$ cat src/rtl/pcie_h2c_pkg.sv
// Shared definitions for the PCIe H2C frame parser: header field offsets,
// error codes, FSM state encodings and the length-to-beats helper.
package pcie_h2c_pkg;

  // Header beat field offsets (bits above the length field are ignored)
  localparam int MAGIC_LSB = 0;
  localparam int MAGIC_W   = 16;
  localparam int OPC_LSB   = 16;
  localparam int OPC_W     = 8;
  localparam int LEN_LSB   = 32;
  localparam int LEN_W     = 32;

  // err_code values
  localparam logic [1:0] ERR_NONE  = 2'd0;
  localparam logic [1:0] ERR_MAGIC = 2'd1;
  localparam logic [1:0] ERR_LEN   = 2'd2;
  localparam logic [1:0] ERR_TLAST = 2'd3;

  // Parser states
  typedef logic [1:0] state_t;
  localparam state_t HDR  = 2'd0;
  localparam state_t PAY  = 2'd1;
  localparam state_t DROP = 2'd2;

  // ceil(len/32) evaluated in 33 bits so len near 2^32 cannot wrap
  function automatic logic [27:0] len_to_beats(input logic [31:0] len);
    logic [32:0] sum;
    sum = {1'b0, len} + 33'd31;
    return sum[32:5];
  endfunction

endpackage

$ cat src/rtl/axis_skid_buf.sv
// Two-entry AXI-Stream skid buffer: registered output plus one skid slot,
// full throughput with one cycle of latency from input to output.
module axis_skid_buf #(
  parameter int WIDTH = 289
) (
  input  logic             clk,
  input  logic             rst_n,
  input  logic [WIDTH-1:0] in_data,
  input  logic             in_valid,
  output logic             in_ready,
  output logic [WIDTH-1:0] out_data,
  output logic             out_valid,
  input  logic             out_ready
);

  logic [WIDTH-1:0] skid_data;
  logic             skid_valid;
  logic             push;

  assign in_ready = !skid_valid;
  assign push     = in_valid && !skid_valid;

  // Occupancy: output slot refills from skid first, else from the input
  always_ff @(posedge clk) begin
    if (!rst_n) begin
      out_valid  <= 1'b0;
      skid_valid <= 1'b0;
    end else if (out_ready || !out_valid) begin
      if (skid_valid) begin
        out_valid  <= 1'b1;
        skid_valid <= 1'b0;
      end else begin
        out_valid <= push;
      end
    end else if (push) begin
      skid_valid <= 1'b1;
    end
  end

  // Output data register; cleared so the payload bus reads zero out of reset
  always_ff @(posedge clk) begin
    if (!rst_n) begin
      out_data <= '0;
    end else if (out_ready || !out_valid) begin
      if (skid_valid) out_data <= skid_data;
      else if (push)  out_data <= in_data;
    end
  end

  // Skid slot captures a beat only while the output is stalled
  always_ff @(posedge clk) begin
    if (push && out_valid && !out_ready) skid_data <= in_data;
  end

endmodule

$ cat src/rtl/pcie_h2c_frame_parser.sv
// PCIe DMA H2C frame parser: consumes one header beat per frame, validates
// magic and length, forwards payload with a regenerated tlast and drops
// malformed frames whole. Optional statistics counters are enabled by
// defining PCIE_H2C_PARSER_STATS_EN.
module pcie_h2c_frame_parser
  import pcie_h2c_pkg::*;
#(
  parameter int          DATA_WIDTH = 256,
  parameter logic [15:0] MAGIC      = 16'h4C45,
  parameter logic [31:0] MAX_LEN    = 32'h0010_0000
) (
  input  logic                    clk,
  input  logic                    rst_n,
  input  logic [DATA_WIDTH-1:0]   s_tdata,
  input  logic [DATA_WIDTH/8-1:0] s_tkeep,
  input  logic                    s_tlast,
  input  logic                    s_tvalid,
  output logic                    s_tready,
  output logic [DATA_WIDTH-1:0]   m_tdata,
  output logic [DATA_WIDTH/8-1:0] m_tkeep,
  output logic                    m_tlast,
  output logic                    m_tvalid,
  input  logic                    m_tready,
  output logic [7:0]              hdr_opcode,
  output logic [31:0]             hdr_len,
  output logic                    hdr_valid,
  output logic                    err_valid,
  output logic [1:0]              err_code
`ifdef PCIE_H2C_PARSER_STATS_EN
  ,
  output logic [31:0]             stat_frames_ok,
  output logic [31:0]             stat_frames_drop,
  output logic [47:0]             stat_beats
`endif
);

  localparam int KEEP_W  = DATA_WIDTH / 8;
  localparam int SLICE_W = DATA_WIDTH + KEEP_W + 1;

  state_t       state;
  logic [27:0]  remaining;
  logic         err_pend;
  logic         slice_ready;
  logic         slice_push;
  logic         slice_last;
  logic         fire;
  logic [15:0]  in_magic;
  logic [7:0]   in_opcode;
  logic [31:0]  in_len;

  assign in_magic  = s_tdata[MAGIC_LSB +: MAGIC_W];
  assign in_opcode = s_tdata[OPC_LSB +: OPC_W];
  assign in_len    = s_tdata[LEN_LSB +: LEN_W];

  assign s_tready   = (state == PAY) ? slice_ready : 1'b1;
  assign fire       = s_tvalid && s_tready;
  assign slice_push = s_tvalid && slice_ready && (state == PAY);
  // A beat closes the payload on the expected count or on an early tlast
  assign slice_last = (remaining == 28'd1) || s_tlast;

  axis_skid_buf #(.WIDTH(SLICE_W)) u_slice (
    .clk       (clk),
    .rst_n     (rst_n),
    .in_data   ({s_tdata, s_tkeep, slice_last}),
    .in_valid  (slice_push),
    .in_ready  (slice_ready),
    .out_data  ({m_tdata, m_tkeep, m_tlast}),
    .out_valid (m_tvalid),
    .out_ready (m_tready)
  );

  // Frame FSM with registered header sideband and error pulses
  always_ff @(posedge clk) begin
    if (!rst_n) begin
      state      <= HDR;
      remaining  <= '0;
      err_pend   <= 1'b0;
      hdr_valid  <= 1'b0;
      err_valid  <= 1'b0;
      err_code   <= ERR_NONE;
      hdr_opcode <= '0;
      hdr_len    <= '0;
    end else begin
      // A zero-length header without tlast reports its error one cycle
      // after the hdr_valid pulse; the FSM is in DROP then, so no clash.
      hdr_valid <= 1'b0;
      err_valid <= err_pend;
      err_code  <= err_pend ? ERR_TLAST : ERR_NONE;
      err_pend  <= 1'b0;
      if (fire) begin
        case (state)
          HDR: begin
            if (in_magic != MAGIC) begin
              err_valid <= 1'b1;
              err_code  <= ERR_MAGIC;
              state     <= s_tlast ? HDR : DROP;
            end else if (in_len > MAX_LEN) begin
              err_valid <= 1'b1;
              err_code  <= ERR_LEN;
              state     <= s_tlast ? HDR : DROP;
            end else begin
              hdr_valid  <= 1'b1;
              hdr_opcode <= in_opcode;
              hdr_len    <= in_len;
              if (in_len == 32'd0) begin
                if (!s_tlast) begin
                  err_pend <= 1'b1;
                  state    <= DROP;
                end
              end else begin
                remaining <= len_to_beats(in_len);
                state     <= PAY;
              end
            end
          end
          PAY: begin
            if (remaining == 28'd1) begin
              if (s_tlast) begin
                state <= HDR;
              end else begin
                err_valid <= 1'b1;
                err_code  <= ERR_TLAST;
                state     <= DROP;
              end
            end else if (s_tlast) begin
              err_valid <= 1'b1;
              err_code  <= ERR_TLAST;
              state     <= HDR;
            end else begin
              remaining <= remaining - 28'd1;
            end
          end
          DROP: begin
            if (s_tlast) state <= HDR;
          end
          default: state <= HDR;
        endcase
      end
    end
  end

`ifdef PCIE_H2C_PARSER_STATS_EN
  logic good_done;

  assign good_done = fire && s_tlast &&
                     (((state == PAY) && (remaining == 28'd1)) ||
                      ((state == HDR) && (in_magic == MAGIC) && (in_len == 32'd0)));

  // Saturating frame/beat statistics
  always_ff @(posedge clk) begin
    if (!rst_n) begin
      stat_frames_ok   <= '0;
      stat_frames_drop <= '0;
      stat_beats       <= '0;
    end else begin
      if (good_done && (stat_frames_ok != '1))    stat_frames_ok   <= stat_frames_ok + 32'd1;
      if (err_valid && (stat_frames_drop != '1))  stat_frames_drop <= stat_frames_drop + 32'd1;
      if (m_tvalid && m_tready && (stat_beats != '1)) stat_beats   <= stat_beats + 48'd1;
    end
  end
`endif

endmodule
$ cat config.mk
export PLATFORM = sky130hd
export DESIGN_NAME = pcie_h2c_frame_parser
export DESIGN_NICKNAME = d
export VERILOG_FILES = /design/src/rtl/pcie_h2c_pkg.sv /design/src/rtl/axis_skid_buf.sv /design/src/rtl/pcie_h2c_frame_parser.sv
export SDC_FILE = /design/constraint.sdc
export NUM_CORES = 1
export LEC_CHECK = 0
export ABC_AREA = 1
export CAP_MARGIN = 20
export CORE_AREA = 2 2 242 244
export DETAILED_ROUTE_END_ITERATION = 6
export DIE_AREA = 0 0 244 246
export DONT_BUFFER_PORTS = 1
export PLACE_DENSITY = 0.61
export SLEW_MARGIN = 10
export SYNTH_ARGS = -nofsm -noshare
export SYNTH_HDL_FRONTEND = slang
export SYNTH_SLANG_ARGS = --single-unit
$ cat constraint.sdc
create_clock -name clk -period 71.5 [get_ports clk]
set_input_delay 7.15 -clock clk [delete_from_list [all_inputs] [get_ports clk]]
set_output_delay 7.15 -clock clk [all_outputs]
set_load 0.01 [all_outputs]
# Word level (Yosys, flattened, before mapping)
# Index checks and enable logic that the tools add are counted.
[classes]
magnitude_cmp = 1
n_reduce_logical = 22
mux = 35
n_addsub = 2
n_bitwise = 6
eq_ne = 10
[ops]
columns = ["operator", "n"]
rows = [
  ["289-bit 2-to-1 mux", 2],
  ["28-bit 2-to-1 mux", 5],
  ["28-bit one-hot mux with 2 select lines", 1],
  ["32-bit by 5-bit adder with 33-bit output, second input constant", 1],
  ["32-bit by 21-bit > comparator with 1-bit output, second input constant", 1],
  ["32-bit zero test", 1],
  ["28-bit by 1-bit equality test with 1-bit output, second input constant", 1],
  ["2-bit 2-to-1 mux", 14],
  ["28-bit by 1-bit subtractor with 28-bit output, second input constant", 1],
  ["16-bit by 15-bit != test with 1-bit output, second input constant", 1],
  ["1-bit 2-to-1 mux", 10],
  ["2-bit != test, second input constant", 5],
  ["7-bit AND reduction", 1],
  ["1-bit logical AND", 6],
  ["1-bit inverter", 6],
  ["2-bit one-hot mux with 3 select lines", 1],
  ["6-bit OR reduction", 1],
  ["5-bit != test, second input constant", 1],
  ["2-bit one-hot mux with 2 select lines", 1],
  ["2-bit AND reduction", 2],
  ["4-bit AND reduction", 1],
  ["2-bit nonzero test", 2],
  ["4-bit OR reduction", 1],
  ["1-bit zero test", 3],
  ["6 further kinds", 7],
]
[word_totals]
ff_bits = 655
output_inout_bits = 335
input_bits = 293
wordCells = 88

# Longest topological paths before layout
[logic_depth]
ltp_word = 6
ltp_mapped = 13
depth_no_buf = 13

# Cells and area by module
# Synthesis repeated with hierarchy kept, for this count alone.
[hier_totals]
cells_unflattened = 3911
area_unflattened_um2 = 28861.4
[modules_own_cells]
columns = ["module", "cells_per_inst", "area_per_inst_um2", "instances"]
rows = [
  ["axis_skid_buf", 3063, 23963.0, 1],
  ["pcie_h2c_frame_parser", 848, 4898.4, 1],
]

# Worst setup path before layout
# OpenSTA, ideal clock, no wires.
[synth_timing]
kind = "in2reg"
start = "in m_tready"
end = "reg u_slice.skid_data[0] (enable)"
path_buffers = 0
path_stages = 3
arrival_ns = 26.879
setup_ns = 1.296
setup_slack_ns = 43.325
cell_sequence = "nor2_1 -> inv_1 -> nor3_1"
[synth_between]
elab_chain_len = 2
[synth_rtl]
columns = ["element", "line_no", "text"]
rows = [
  ["from (decl)", "pcie_h2c_frame_parser.sv:23", "input logic m_tready,"],
  ["1-bit zero test", "axis_skid_buf.sv:52", "if (push && out_valid && !out_ready) skid_data <= in_data;"],
  ["1-bit logical AND", "axis_skid_buf.sv:52", ""],
  ["to (signal assigned)", "axis_skid_buf.sv:52", ""],
  ["to (decl)", "axis_skid_buf.sv:16", "logic [WIDTH-1:0] skid_data;"],
]
# No other way between the ends.
# A chain may end at the register's enable or synchronous reset.

# Worst setup path in the final report
[layout_timing]
start = "in s_tvalid"
end = "reg u_slice.out_data[285]"
[layout_between]
elab_chain_len = 5
[layout_rtl]
columns = ["element", "line_no", "text"]
rows = [
  ["from (decl)", "pcie_h2c_frame_parser.sv:17", "input logic s_tvalid,"],
  ["1-bit logical AND (2 in a row)", "pcie_h2c_frame_parser.sv:57", "assign slice_push = s_tvalid && slice_ready && (state == PAY);"],
  ["1-bit logical AND", "axis_skid_buf.sv:21", "assign push = in_valid && !skid_valid;"],
  ["2-bit nonzero test (no source line)", "--", ""],
  ["2-bit AND reduction (no source line)", "--", ""],
  ["to (signal assigned)", "axis_skid_buf.sv:45", "if (skid_valid) out_data <= skid_data;"],
  ["to (signal assigned)", "axis_skid_buf.sv:46", "else if (push) out_data <= in_data;"],
  ["to (decl)", "axis_skid_buf.sv:11", "output logic [WIDTH-1:0] out_data,"],
]
# No other way between the ends.

==> out/results.ini <==
[status]
status=finished, final reports clean

[sta]
finClkSkew_ns=0.0208
tightest_slew_ns=1.12
period_share_pct=14.5
final_hold_viol_count=0
setup_viol=0
finalSetupTns_ns=0
min_period_ns=10.34
worst_slew_margin_rel_pct=25.1
max_clock_freq_mhz=96.8
timing.hold.ws_ns=0.490
grt_setup_unrepaired=no
slew_violations=0

[route]
antenna_left=0
viasPerCell=5.66
wirelength_um=75400
vias=19600
wl_per_cell_um=21.7
dr.pass1.iters=6
drc=0
drtIter0Drc=1685

[final_layout]
fill_cells=5241
utilization_pct=49.0
stdcell_area_um2=28100
antenna_cells=0
area_growth_syn_to_layout_pct=10.4
layout-drive-gt1-share_pct=5.44
nets=2938

[pwr]
p_sw_mw=0.175
p_seq_share_pct=50.3
power_density_nw_per_um2=27.9
finalPower_mw=0.786
p_sw_share_pct=22.2
power.leakage_nw=10.6
p_int_mw=0.611
clockPowerShare_pct=46.7
irDropWorstVdd_mv=0.0198
combPwrFrac_pct=2.9

[synth]
ys_seq_area_share_pct=62.8
syn_avg_cell_area_um2=9.29
synth_area_um2=25500
synth_nets=3038
synthDistinctLibCells=35
ys_ff_latch=655
syn_inst=2743
ys.warnings.count=0

[cts]
cts_resized=0
clock-sinks=655
postCtsHoldBufs=0
ctsHtreeMaxLevel=3
cts-root-buf=clkbuf_16
cts_buffers=71
cts_tree=built
clk_pin_slew_ns=0.06
cts_setup_buffers=0
clk_path_buf_depth=3
clk_latency_ns=0.61

[floorplanning]
fp.dieArea_um2=60000
die_h_um=246
start_util_pct=44.4
core_area_um2=57400
pin_count=628
die-width_um=244
row_count=88

[global_route]
grt_pass1_wl_um=113000
antenna_found_initial=1
grt_pass1_vias=18400
grt.total_usage_pct=24.1
grt_max_degree=350
overflow=0

[setup_path]
rr_endpoint=u_slice.out_data[285]$_SDFFE_PN0P_
crit_chain=nand2_1, nand2_1, inv_2, nor2_4, buf_4, buf_4, buf_4, o21ai_0, a31oi_1
cp.arrival_ns=10.87
critical_path.startpoint=s_tvalid
path_common_cell=buf_4
path_max_fanout=109
rrSetupSlack_ns=66.40
r2r_start=state[0]$_SDFFE_PN0P_
r2r_cells=11
crit_path_end_kind=flop
critPathSlowestCell=buf_4
setup.worst_path.start_class=primary input
required_ns=72.03
endpoint=u_slice.out_data[285]$_SDFFE_PN0P_
critPathMaxStageDelay_ns=0.85
path_class=in2reg

[placed_design]
globalplace.congestion=0.912
placed_area_um2=25700
hpwl_um=49800
io_buffers=0

[run]
maxCapViolations=0

[worst_hold_path]
hp-class=reg2reg

[cell usage in the layout (no fill, tap or decap), types with 4 or more instances in the layout]
master and n:
inv_1 99, nor2_1 172, nor3_1 9, nand4_1 9, clkbuf_16 72, clkinv_1 11
xor2_1 6, o21ai_1 54, nand3_1 81, buf_4 8, edfxtp_1 289, clkinv_2 14
inv_2 6, a31oi_1 291, clkinvlp_4 7, nand2_1 816, bufinv_16 4, o21ai_0 285
inv_6 4, a21oi_1 47, dfxtp_1 365, clkbuf_1 10, clkbuf_8 6
[worst min path at each step]
stage | start | depth (start not counted) | slack, ns | end
floorplan | remaining[1]$_SDFFE_PN0P_ | 2 | 0.46 | remaining[1]$_SDFFE_PN0P_
global placement | remaining[1]$_SDFFE_PN0P_ | 2 | 0.47 | remaining[1]$_SDFFE_PN0P_
detailed placement | remaining[25]$_SDFFE_PN0P_ | 2 | 0.48 | remaining[25]$_SDFFE_PN0P_
CTS | remaining[25]$_SDFFE_PN0P_ | 2 | 0.49 | remaining[25]$_SDFFE_PN0P_
global route | remaining[1]$_SDFFE_PN0P_ | 2 | 0.52 | remaining[1]$_SDFFE_PN0P_
finish | remaining[25]$_SDFFE_PN0P_ | 2 | 0.49 | remaining[25]$_SDFFE_PN0P_
[cell usage after synthesis (all sizes together)]
cell / count / area, µm²
a211oi: 1 / 12.5
a21oi: 47 / 235
a31o: 1 / 8.76
a31oi: 291 / 1820
and2: 2 / 13.8
buf: 69 / 394
clkbuf: 115 / 432
clkinv: 2 / 7.51
dfxtp: 366 / 7330
edfxtp: 289 / 8680
ha: 2 / 25.0
inv: 106 / 398
nand2: 820 / 3090
nand3: 81 / 405
nand3b: 1 / 7.51
nand4: 10 / 77.6
nor2: 175 / 664
nor3: 10 / 50.1
o21ai: 339 / 1700
o21bai: 2 / 15.0
o31ai: 2 / 15.0
or2: 5 / 31.3
xnor2: 1 / 8.76
xor2: 6 / 52.6
[registers in the layout, summed over array words and instances (netlist names)]
register,flops
hdr_opcode,8
err_pend,1
hdr_len,32
err_code,2
hdr_valid,1
state,2
remaining,28
err_valid,1
u_slice.out_data,289
u_slice.out_valid,1
u_slice.skid_data,289
u_slice.skid_valid,1
[per-stage QoR]
stage | instances | setup slack [ns]
final | 3467 | 61.16
after global placement | 3335 | 60.67
after CTS | 3467 | 61.19
after detailed placement | 3335 | 60.55
after floorplan | 2743 | 43.32
after global routing | 3467 | 60.70
[worst max-delay path, delay by kind of cell]
kind                   cells  cell delay (ns)
AOI/OAI and AO/OA          2             0.40
buffers and inverters      4             2.38
and+or+nand+nor            3             0.80
[routing by layer]
| layer | wire length [µm] | share of wire (%) | global-route usage [%] | up-vias |
|---|---|---|---|---|
| met5 | 0 | 0 | 0 | - |
| met4 | 3270 | 4.3 | 10.4 | 0 |
| met3 | 6940 | 9.2 | 7.82 | 176 |
| met2 | 35900 | 48 | 39.2 | 811 |
| met1 | 29200 | 39 | 29.3 | 9383 |
| li1 | - | - | - | 9270 |
[final cells by class]
class	count	area (µm²)	share of cell area, %
Clock buffer	88	1920	6.84
Clock inverter	44	443	1.58
Inverter	108	413	1.47
Multi-Input combinational cell	1796	8240	29.3
Sequential cell	655	16000	57.0
Tap cell	765	957	3.41
Timing Repair Buffer	11	120	0.427
[power groups by stage]
stage | sequential (mW) | clock, mW | combinational, mW
final | 0.395 | 0.367 | 0.0229
after global routing | 0.395 | 0.390 | 0.0264
after CTS | 0.395 | 0.374 | 0.0227
after detailed placement | 0.404 | 0 | 0.0226
after global placement | 0.404 | 0 | 0.0221
after floorplan | 0.402 | 0 | 0.0205
[cell families after synthesis]
logic type / after synthesis / synth area share, %
AOI/OAI and AO/OA: 683 / 14.9
xor gates and xnor gates: 7 / 0.241
adders and majority gates: 2 / 0.0982
buffers and inverters: 292 / 4.83
DFF: 655 / 62.8
and+or+nand+nor: 1104 / 17.1
Note: power is estimated with default switching activity, not from simulation.
